==> src/rtl/tomasulo_pkg.sv <==
// Shared Tomasulo definitions: unit codes, ALU opcodes, tag width and station control layout.
package tomasulo_pkg;

  localparam logic [2:0] UNIT_ADDER = 3'b000;

  localparam int unsigned TAG_W = 6;
  typedef logic [TAG_W-1:0] tag_t;
  localparam tag_t TAG_NONE = '0;

  // Low opcode bits select the ALU function; upper bits are ignored by the adder unit.
  localparam logic [5:0] OP_ALU_MASK = 6'b000111;

  typedef enum logic [2:0] {
    AluAdd = 3'b000,
    AluSub = 3'b001,
    AluOr  = 3'b100,
    AluAnd = 3'b101,
    AluNot = 3'b110,
    AluXor = 3'b111
  } alu_op_e;

  typedef struct packed {
    logic       busy;
    logic       exec;
    logic [2:0] op;
    logic [4:0] dest;
    tag_t       qj;
    tag_t       qk;
  } rs_ctrl_t;

  function automatic tag_t tag_of(int idx);
    return tag_t'(idx + 1);
  endfunction

endpackage

==> src/rtl/adder_rs_if.sv <==
// Issue/status/CDB interface between the instruction queue (master) and the adder station (slave).
interface adder_rs_if #(
  parameter int unsigned DATA_WIDTH = 32
);
  logic                  issue;
  logic [5:0]            operation;
  logic [2:0]            execution_unit;
  logic [4:0]            Dest_address;
  logic [4:0]            A_address;
  logic [4:0]            B_address;
  logic [DATA_WIDTH-1:0] A_value;
  logic [DATA_WIDTH-1:0] B_value;
  logic                  adder_available;
  logic [5:0]            adder_RS_available;
  logic                  issue_error;
  logic [5:0]            RS_issued;
  logic [5:0]            RS_executing_adder;
  logic                  adder_rts;
  logic [5:0]            RS_finished;
  logic [DATA_WIDTH-1:0] result_value;
  logic                  wb_enable;
  logic [4:0]            wb_address;

  modport master (
    output issue, operation, execution_unit, Dest_address, A_address, B_address, A_value, B_value,
    input  adder_available, adder_RS_available, issue_error, RS_issued, RS_executing_adder,
    input  adder_rts, RS_finished, result_value, wb_enable, wb_address
  );

  modport slave (
    input  issue, operation, execution_unit, Dest_address, A_address, B_address, A_value, B_value,
    output adder_available, adder_RS_available, issue_error, RS_issued, RS_executing_adder,
    output adder_rts, RS_finished, result_value, wb_enable, wb_address
  );
endinterface

==> src/rtl/adder_alu.sv <==
// Combinational integer ALU shared by the adder unit; unlisted opcodes return zero.
module adder_alu
  import tomasulo_pkg::*;
#(
  parameter int unsigned DATA_WIDTH = 32
) (
  input  logic [2:0]            i_op,
  input  logic [DATA_WIDTH-1:0] i_a,
  input  logic [DATA_WIDTH-1:0] i_b,
  output logic [DATA_WIDTH-1:0] o_result
);
  always_comb begin
    o_result = '0;
    case (alu_op_e'(i_op))
      AluAdd:  o_result = i_a + i_b;
      AluSub:  o_result = i_a - i_b;
      AluOr:   o_result = i_a | i_b;
      AluAnd:  o_result = i_a & i_b;
      AluNot:  o_result = ~i_a;
      AluXor:  o_result = i_a ^ i_b;
      default: o_result = '0;
    endcase
  end
endmodule

==> src/rtl/adder_reservation_station.sv <==
// Adder reservation stations with register renaming, one non-pipelined adder and CDB broadcast.
// Optional statistics counters are built when RS_STATS_EN is defined.
module adder_reservation_station
  import tomasulo_pkg::*;
#(
  parameter int unsigned NUM_RS      = 3,
  parameter int unsigned DATA_WIDTH  = 32,
  parameter int unsigned NUM_REGS    = 32,
  parameter int unsigned ADD_LATENCY = 2
) (
  input logic       clock,
  input logic       reset,
  adder_rs_if.slave bus
`ifdef RS_STATS_EN
  ,
  output logic [15:0] stat_issued,
  output logic [15:0] stat_rejected,
  output logic [15:0] stat_stall_cycles
`endif
);
  localparam int unsigned CNT_W = $clog2(ADD_LATENCY + 1);

  rs_ctrl_t              r_ctrl   [NUM_RS];
  logic [DATA_WIDTH-1:0] r_vj     [NUM_RS];
  logic [DATA_WIDTH-1:0] r_vk     [NUM_RS];
  tag_t                  r_status [NUM_REGS];

  logic                  r_add_busy;
  logic [CNT_W-1:0]      r_cnt;
  tag_t                  r_ex_tag;
  logic [2:0]            r_ex_op;
  logic [4:0]            r_ex_dest;
  logic [DATA_WIDTH-1:0] r_ex_a, r_ex_b;

  logic                  r_issue_error, r_rts;
  tag_t                  r_rs_issued, r_rs_exec, r_finished;
  logic [DATA_WIDTH-1:0] r_result;
  logic [4:0]            r_wb_address;

  logic [NUM_RS-1:0]     w_free, w_ready, w_alloc_oh, w_disp_oh;
  tag_t                  w_alloc_tag, w_disp_tag, w_qa, w_qb;
  logic                  w_complete, w_dispatch, w_issue_ok, w_issue_err;
  logic [DATA_WIDTH-1:0] w_cdb_value, w_va, w_vb, w_disp_a, w_disp_b;
  logic [2:0]            w_disp_op;
  logic [4:0]            w_disp_dest;
  logic [5:0]            w_op_masked;
  logic                  w_unused_op;

  always_comb begin
    for (int i = 0; i < NUM_RS; i++) begin
      w_free[i]  = !r_ctrl[i].busy;
      w_ready[i] = r_ctrl[i].busy && !r_ctrl[i].exec &&
                   (r_ctrl[i].qj == TAG_NONE) && (r_ctrl[i].qk == TAG_NONE);
    end
  end

  // Isolate the lowest set bit: lowest free station and lowest ready station.
  assign w_alloc_oh = w_free & (~w_free + NUM_RS'(1));
  assign w_disp_oh  = w_ready & (~w_ready + NUM_RS'(1));

  always_comb begin
    w_alloc_tag = TAG_NONE;
    w_disp_tag  = TAG_NONE;
    w_disp_op   = '0;
    w_disp_dest = '0;
    w_disp_a    = '0;
    w_disp_b    = '0;
    for (int i = 0; i < NUM_RS; i++) begin
      if (w_alloc_oh[i]) w_alloc_tag = tag_of(i);
      if (w_disp_oh[i]) begin
        w_disp_tag  = tag_of(i);
        w_disp_op   = r_ctrl[i].op;
        w_disp_dest = r_ctrl[i].dest;
        w_disp_a    = r_vj[i];
        w_disp_b    = r_vk[i];
      end
    end
  end

  assign w_complete  = r_add_busy && (r_cnt == CNT_W'(1));
  assign w_dispatch  = !r_add_busy && (|w_ready);
  assign w_issue_ok  = bus.issue && (bus.execution_unit == UNIT_ADDER) && (|w_free);
  assign w_issue_err = bus.issue && !w_issue_ok;
  assign w_op_masked = bus.operation & OP_ALU_MASK;
  assign w_unused_op = ^w_op_masked[5:3];

  adder_alu #(
    .DATA_WIDTH (DATA_WIDTH)
  ) u_alu (
    .i_op     (r_ex_op),
    .i_a      (r_ex_a),
    .i_b      (r_ex_b),
    .o_result (w_cdb_value)
  );

  // A source whose producer broadcasts on this very edge is taken straight off the CDB.
  always_comb begin
    w_qa = r_status[bus.A_address];
    w_va = bus.A_value;
    if (w_qa != TAG_NONE) begin
      w_va = '0;
      if (w_complete && (w_qa == r_ex_tag)) begin
        w_va = w_cdb_value;
        w_qa = TAG_NONE;
      end
    end
    w_qb = r_status[bus.B_address];
    w_vb = bus.B_value;
    if (w_qb != TAG_NONE) begin
      w_vb = '0;
      if (w_complete && (w_qb == r_ex_tag)) begin
        w_vb = w_cdb_value;
        w_qb = TAG_NONE;
      end
    end
  end

  always_ff @(posedge clock) begin
    if (reset) begin
      for (int i = 0; i < NUM_RS; i++) begin
        r_ctrl[i] <= '0;
        r_vj[i]   <= '0;
        r_vk[i]   <= '0;
      end
      for (int r = 0; r < NUM_REGS; r++) r_status[r] <= TAG_NONE;
      r_add_busy    <= 1'b0;
      r_cnt         <= '0;
      r_ex_tag      <= TAG_NONE;
      r_ex_op       <= '0;
      r_ex_dest     <= '0;
      r_ex_a        <= '0;
      r_ex_b        <= '0;
      r_issue_error <= 1'b0;
      r_rs_issued   <= TAG_NONE;
      r_rs_exec     <= TAG_NONE;
      r_rts         <= 1'b0;
      r_finished    <= TAG_NONE;
      r_result      <= '0;
      r_wb_address  <= '0;
    end else begin
      r_issue_error <= w_issue_err;
      r_rs_issued   <= w_issue_ok ? w_alloc_tag : TAG_NONE;
      r_rs_exec     <= w_dispatch ? w_disp_tag : TAG_NONE;
      r_rts         <= w_complete;
      r_finished    <= w_complete ? r_ex_tag : TAG_NONE;
      r_result      <= w_complete ? w_cdb_value : '0;
      r_wb_address  <= w_complete ? r_ex_dest : '0;

      for (int i = 0; i < NUM_RS; i++) begin
        if (w_complete && (r_ex_tag == tag_of(i))) begin
          r_ctrl[i].busy <= 1'b0;
          r_ctrl[i].exec <= 1'b0;
        end else if (w_complete && r_ctrl[i].busy) begin
          if (r_ctrl[i].qj == r_ex_tag) begin
            r_vj[i]      <= w_cdb_value;
            r_ctrl[i].qj <= TAG_NONE;
          end
          if (r_ctrl[i].qk == r_ex_tag) begin
            r_vk[i]      <= w_cdb_value;
            r_ctrl[i].qk <= TAG_NONE;
          end
        end
        if (w_dispatch && w_disp_oh[i]) r_ctrl[i].exec <= 1'b1;
        if (w_issue_ok && w_alloc_oh[i]) begin
          r_ctrl[i] <= '{busy: 1'b1, exec: 1'b0, op: bus.operation[2:0],
                         dest: bus.Dest_address, qj: w_qa, qk: w_qb};
          r_vj[i]   <= w_va;
          r_vk[i]   <= w_vb;
        end
      end

      // The issue write comes last so a new rename of the same register wins.
      if (w_complete && (r_status[r_ex_dest] == r_ex_tag)) r_status[r_ex_dest] <= TAG_NONE;
      if (w_issue_ok) r_status[bus.Dest_address] <= w_alloc_tag;

      if (w_dispatch) begin
        r_add_busy <= 1'b1;
        r_cnt      <= CNT_W'(ADD_LATENCY);
        r_ex_tag   <= w_disp_tag;
        r_ex_op    <= w_disp_op;
        r_ex_dest  <= w_disp_dest;
        r_ex_a     <= w_disp_a;
        r_ex_b     <= w_disp_b;
      end else if (r_add_busy) begin
        r_cnt <= r_cnt - CNT_W'(1);
        if (w_complete) r_add_busy <= 1'b0;
      end
    end
  end

  assign bus.adder_available    = |w_free;
  assign bus.adder_RS_available = w_alloc_tag;
  assign bus.issue_error        = r_issue_error;
  assign bus.RS_issued          = r_rs_issued;
  assign bus.RS_executing_adder = r_rs_exec;
  assign bus.adder_rts          = r_rts;
  assign bus.RS_finished        = r_finished;
  assign bus.result_value       = r_result;
  assign bus.wb_enable          = r_rts;
  assign bus.wb_address         = r_wb_address;

`ifdef RS_STATS_EN
  logic        w_stall;
  logic [15:0] r_stat_issued, r_stat_rejected, r_stat_stall;

  always_comb begin
    w_stall = 1'b0;
    for (int i = 0; i < NUM_RS; i++) begin
      w_stall = w_stall || (r_ctrl[i].busy &&
                ((r_ctrl[i].qj != TAG_NONE) || (r_ctrl[i].qk != TAG_NONE)));
    end
    w_stall = w_stall && !r_add_busy;
  end

  always_ff @(posedge clock) begin
    if (reset) begin
      r_stat_issued   <= '0;
      r_stat_rejected <= '0;
      r_stat_stall    <= '0;
    end else begin
      if (w_issue_ok && (r_stat_issued != 16'hFFFF)) r_stat_issued <= r_stat_issued + 16'd1;
      if (w_issue_err && (r_stat_rejected != 16'hFFFF)) r_stat_rejected <= r_stat_rejected + 16'd1;
      if (w_stall && (r_stat_stall != 16'hFFFF)) r_stat_stall <= r_stat_stall + 16'd1;
    end
  end

  assign stat_issued       = r_stat_issued;
  assign stat_rejected     = r_stat_rejected;
  assign stat_stall_cycles = r_stat_stall;
`endif

endmodule

==> src/flat_wrapper.sv <==
// flat-port wrapper written by rule: the top's interface ports become plain ports
module adder_reservation_station_flat import tomasulo_pkg::*;
#(
  parameter int unsigned NUM_RS      = 3,
  parameter int unsigned DATA_WIDTH  = 32,
  parameter int unsigned NUM_REGS    = 32,
  parameter int unsigned ADD_LATENCY = 2
)
  (clock, reset, bus_issue, bus_operation, bus_execution_unit, bus_Dest_address, bus_A_address, bus_B_address, bus_A_value, bus_B_value, bus_adder_available, bus_adder_RS_available, bus_issue_error, bus_RS_issued, bus_RS_executing_adder, bus_adder_rts, bus_RS_finished, bus_result_value, bus_wb_enable, bus_wb_address);
  adder_rs_if #(.DATA_WIDTH(DATA_WIDTH)) bus_i ();
  input logic clock;
  input logic reset;
  input wire logic [$bits(bus_i.issue)-1:0] bus_issue;
  input wire logic [$bits(bus_i.operation)-1:0] bus_operation;
  input wire logic [$bits(bus_i.execution_unit)-1:0] bus_execution_unit;
  input wire logic [$bits(bus_i.Dest_address)-1:0] bus_Dest_address;
  input wire logic [$bits(bus_i.A_address)-1:0] bus_A_address;
  input wire logic [$bits(bus_i.B_address)-1:0] bus_B_address;
  input wire logic [$bits(bus_i.A_value)-1:0] bus_A_value;
  input wire logic [$bits(bus_i.B_value)-1:0] bus_B_value;
  output wire logic [$bits(bus_i.adder_available)-1:0] bus_adder_available;
  output wire logic [$bits(bus_i.adder_RS_available)-1:0] bus_adder_RS_available;
  output wire logic [$bits(bus_i.issue_error)-1:0] bus_issue_error;
  output wire logic [$bits(bus_i.RS_issued)-1:0] bus_RS_issued;
  output wire logic [$bits(bus_i.RS_executing_adder)-1:0] bus_RS_executing_adder;
  output wire logic [$bits(bus_i.adder_rts)-1:0] bus_adder_rts;
  output wire logic [$bits(bus_i.RS_finished)-1:0] bus_RS_finished;
  output wire logic [$bits(bus_i.result_value)-1:0] bus_result_value;
  output wire logic [$bits(bus_i.wb_enable)-1:0] bus_wb_enable;
  output wire logic [$bits(bus_i.wb_address)-1:0] bus_wb_address;
  assign bus_i.issue = bus_issue;
  assign bus_i.operation = bus_operation;
  assign bus_i.execution_unit = bus_execution_unit;
  assign bus_i.Dest_address = bus_Dest_address;
  assign bus_i.A_address = bus_A_address;
  assign bus_i.B_address = bus_B_address;
  assign bus_i.A_value = bus_A_value;
  assign bus_i.B_value = bus_B_value;
  assign bus_adder_available = bus_i.adder_available;
  assign bus_adder_RS_available = bus_i.adder_RS_available;
  assign bus_issue_error = bus_i.issue_error;
  assign bus_RS_issued = bus_i.RS_issued;
  assign bus_RS_executing_adder = bus_i.RS_executing_adder;
  assign bus_adder_rts = bus_i.adder_rts;
  assign bus_RS_finished = bus_i.RS_finished;
  assign bus_result_value = bus_i.result_value;
  assign bus_wb_enable = bus_i.wb_enable;
  assign bus_wb_address = bus_i.wb_address;
  adder_reservation_station #(.NUM_RS(NUM_RS), .DATA_WIDTH(DATA_WIDTH), .NUM_REGS(NUM_REGS), .ADD_LATENCY(ADD_LATENCY)) u_core (.clock(clock), .reset(reset), .bus(bus_i));
endmodule
==> config.mk <==
export PLATFORM = sky130hd
export DESIGN_NAME = adder_reservation_station_flat
export DESIGN_NICKNAME = d
export VERILOG_FILES = /design/src/rtl/tomasulo_pkg.sv /design/src/rtl/adder_rs_if.sv /design/src/rtl/adder_alu.sv /design/src/rtl/adder_reservation_station.sv /design/src/flat_wrapper.sv
export SDC_FILE = /design/constraint.sdc
export NUM_CORES = 1
export LEC_CHECK = 0
export ABC_CLOCK_PERIOD_IN_PS = 5000
export BUFFER_PORTS_ARGS = -buffer_cell sky130_fd_sc_hd__buf_2
export CORE_ASPECT_RATIO = 0.5
export CORE_MARGIN = 2
export CORE_UTILIZATION = 40
export DETAILED_ROUTE_END_ITERATION = 6
export PLACE_DENSITY = 0.66
export RECOVER_POWER = 100
export SYNTH_ARGS = -nofsm -noshare
export SYNTH_HDL_FRONTEND = slang
export SYNTH_HIERARCHICAL = 1
export SYNTH_SLANG_ARGS = --single-unit
==> constraint.sdc <==
create_clock -name clock -period 5 [get_ports clock]
set_input_delay 1 -clock clock [delete_from_list [all_inputs] [get_ports clock]]
set_output_delay 1 -clock clock [all_outputs]
set_load 0.01 [all_outputs]
==> metrics.log <==
INFO  metric run_status = complete, but fails checks
INFO  metric violations = max-capacitance violations, max-slew violations
INFO  metric ios = 156
INFO  metric p_leak = 10.1 nW
INFO  metric async_flop_share = 0%
INFO  metric remaining_drc_errors = 0
INFO  metric slew_viol_final = 221
INFO  metric clkTransAtPathRegs = 60 ps
INFO  metric grt_util_all_layers = 23.5%
INFO  metric met3RoutedLength = 6780 um
INFO  metric maximum_capacitance_violations = 5
INFO  metric post_cts_buffers = 0
INFO  metric die_h = 177 um
INFO  metric rsz0062_at_grt = false
INFO  metric cp_num_buf_inv = 2
INFO  metric antenna_violations_before_repair = 10
INFO  metric synth_sequential_area_ratio = 47.8%
INFO  metric met2WireLength = 34900 um
INFO  metric slowest_delay = 750 ps
INFO  metric grt_max_degree = 75
INFO  metric worst_slack = 185 ps
INFO  metric num-fill-cells = 5641
INFO  metric cts_made_buffers = 41
INFO  metric buffer_ports.inserted = 136
INFO  metric endpoint_kind = flop
INFO  metric number_of_cells_on_the_critical_path = 16
INFO  metric maximum_vdd_drop = 0.214 mV
INFO  metric clock-root-buffer = clkbuf_16
INFO  metric tritoncts = done
INFO  metric synth_enable_flop_cells = 297
INFO  metric hold_viol = 0
INFO  metric final.setup_skew = 20.8 ps
INFO  metric powerDensity = 316 nW/um2
INFO  metric grt_pass1_wl = 112000 um
INFO  metric yosysUniqueCellTypes = 90
INFO  metric post-route-min-period = 4820 ps
INFO  metric route.vias.total = 19449
INFO  metric start_kind = flop
INFO  metric syn_avg_cell_area = 10.4 um2
INFO  metric r2r_worst_path_depth = 16
INFO  metric worst_pin_slew = 2510 ps
INFO  metric finish.net_count = 2562
INFO  metric achievable-frequency = 0.208 GHz
INFO  metric worstSkewPairLatency = 560 ps
INFO  metric syn_area = 24000 um2
INFO  metric worst_case_setup_slack_after_placement = 344 ps
INFO  metric ctsHtreeMaxLevel = 2
INFO  metric max-slew-margin-rel = -67.5%
INFO  metric hold_ws = 488 ps
INFO  metric place.gp.congestion = 0.936
INFO  metric crit_arrival = 5240 ps
INFO  metric ys_dominant_reg_cell = edfxtp_1
INFO  metric drive_above_1_share = 10.7%
INFO  metric vias_per_cell = 6.03
INFO  metric fin_crit_sh = 96.3%
INFO  metric initial_utilization = 40.5%
INFO  metric placeableCoreArea = 59300 um2
INFO  metric drt-wirelength-per-cell = 23.3 um
INFO  metric regArea = 11500 um2
INFO  metric synth.yosys.warnings = 6
INFO  metric cts.sink_count = 425
INFO  metric critPathTopFamily = compound AO/OA/AOI/OAI gates
INFO  metric multi_input_area = 11300 um2
INFO  metric dp.final_hpwl = 48600 um
INFO  metric report.power.total = 8.36 mW
INFO  metric dieWidth = 350 um
INFO  metric cpMaxStageDelayCell = o21ai_1
INFO  metric worstHoldPathType = flop to flop
INFO  metric worstPathCellList = nor2_1 > buf_4 > and2_0 > buf_4 > nor2_1 > xnor2_1 > ha_1 > o2111a_1 > a211oi_1 > or2_0 > a32oi_4 > a21boi_0 > o21ai_0 > xnor2_1 > o21ai_1 > a22o_1
INFO  metric met1_length = 31400 um
INFO  metric setup_violations = 0
INFO  metric synthesis.instances = 2313
INFO  metric postSynthRegisterBits = 425
INFO  metric worst_hold_path.num_cells = 2
INFO  metric critical_path_required = 5430 ps
INFO  metric routed_wirelength = 75200 um
INFO  metric grt_pass1_vias = 18757
INFO  metric path_class = flop to flop
INFO  metric clk_path_buf_depth = 3
INFO  metric post_cts_hold_buffer_count = 0
INFO  metric fin_tns_setup = 0 ps
INFO  metric global_route.overflow_total = 0
INFO  metric syn_to_final_growth = 10.4%
INFO  metric drtIter0Drc = 1951
INFO  metric placementRows = 63
INFO  metric worst-path-max-fanout = 14
INFO  metric drt_first_pass_iters = 6
INFO  metric die-area = 62100 um2
INFO  metric maxUsedRoutingLayer = met5
INFO  metric ant_nets = 0
==> power by group <==
group          leakage, nW  switching [mW]  total, mW  internal (mW)
combinational         5.33           0.949       1.36          0.412
clock                0.635            1.37       3.07           1.69
sequential            4.10          0.0537       3.93           3.88
==> through the flow <==
stage          cells  util (%)  area [um2]
2_1_floorplan   2328         -       24100
4_1_cts         3218      45.0       26700
3_5_place_dp    3142      42.8       25400
6_report        3227      44.7       26500
3_3_place_gp    3142      42.8       25400
5_1_grt         3224      44.7       26500
==> synthesized netlist by cell type (all sizes together) (4+ instances only) <==
cell type  number  area (um2)
nor2b          19         119
o22ai          17         106
a21oi         151         763
buf            72         482
nor3           86         430
a21o           20         150
edfxtp        297        8920
a211oi         16         133
o21ai          96         510
xor2           19         166
or3            12        75.1
and2           17         106
mux4           29         691
dfxtp         128        2560
nand2b         12        75.1
a31oi          12        93.8
nor2          312        1170
a22oi          25         188
o31a            4        35.0
a221oi         75         663
inv            79         297
nand3b          8        60.1
mux2i          58         593
nand2         102         383
xnor2          49         429
ha             97        1210
nor4            8        77.6
or2             7        43.8
o21a            5        37.5
o41ai           4        42.6
nand3          16        85.1
nand4          11        68.8
clkbuf        125         474
a22o          207        1810
a31o            7        61.3
o211ai          7        52.6
or4             4        37.5
and3           50         313
==> final timing paths <==
kind	from	to	slack, ps
max	u_core/r_ex_op[1]	u_core/r_vj[2][25]	180
min	u_core/r_cnt[1]	u_core/r_cnt[1]	490
max reg2reg	u_core/r_ex_op[1]	u_core/r_vj[2][25]	180
min reg2reg	u_core/r_cnt[1]	u_core/r_cnt[1]	490
==> worst register-to-register path, delay by kind of cell (launching register included) <==
kind,cells,cell delay [ps]
xor gates and xnor gates,2,300
DFF,1,310
AOI/OAI and AO/OA,7,2170
buffers and inverters,2,540
and+or+nand+nor,4,990
adders and majority gates,1,380
==> layer usage <==
layer / vias to the layer above / track usage [%]
met3: 153 / 4.60
met5: - / 0
met4: 4 / 7.94
li1: 8804 / -
met1: 9609 / 31.4
met2: 879 / 38.4
==> layout make-up <==
type / count / area share (%)
flip-flops and latches: 425 / 43.3
clock buffers: 64 / 4.62
well taps: 812 / 3.83
clock inverters: 12 / 0.283
inverters: 79 / 1.12
diodes: 9 / 0.0850
multi-input cells: 1624 / 42.7
repair buffers: 202 / 4.04
==> state kept, by name, indices dropped and copies added (netlist names), 3 cells and up, named ones only <==
name,count
u_core/bus.result_value,32
u_core/bus.wb_address,5
u_core/r_ex_a,32
u_core/r_ex_b,32
u_core/r_ex_op,3
u_core/r_ex_dest,5
u_core/r_vk,96
u_core/r_ctrl,42
u_core/r_vj,96
u_core/r_status,64
==> placed cells by master, fill, tap and decap left out, drive strengths merged, types with 49 or more instances in the layout <==
cell type	count
nor2	312
edfxtp	297
a22o	207
a21oi	151
clkbuf	142
dfxtp	128
buf	124
nand2	102
ha	97
o21ai	96
nor3	86
inv	81
a221oi	75
mux2i	58
and3	50
xnor2	49
==> what timing repair did <==
item                                    in CTS  in global routing
hold endpoints to repair                     0                  0
endpoints found under the setup margin       0                 20
resized for setup                            0                  4
==> cell families (layout without fill, tap and decap cells) <==
| logic type | after synthesis | count (layout) | share of synthesized area [%] |
|---|---|---|---|
| adders and majority gates | 98 | 98 | 5.14 |
| and+or+nand+nor | 679 | 679 | 13.2 |
| other | 1 | 25 | 0.0156 |
| buffers and inverters | 279 | 357 | 5.35 |
| DFF | 425 | 425 | 47.8 |
| AOI/OAI and AO/OA | 676 | 676 | 20.6 |
| xor gates and xnor gates | 68 | 68 | 2.48 |
| muxes | 87 | 87 | 5.35 |
(Power assumes the default switching activity.)
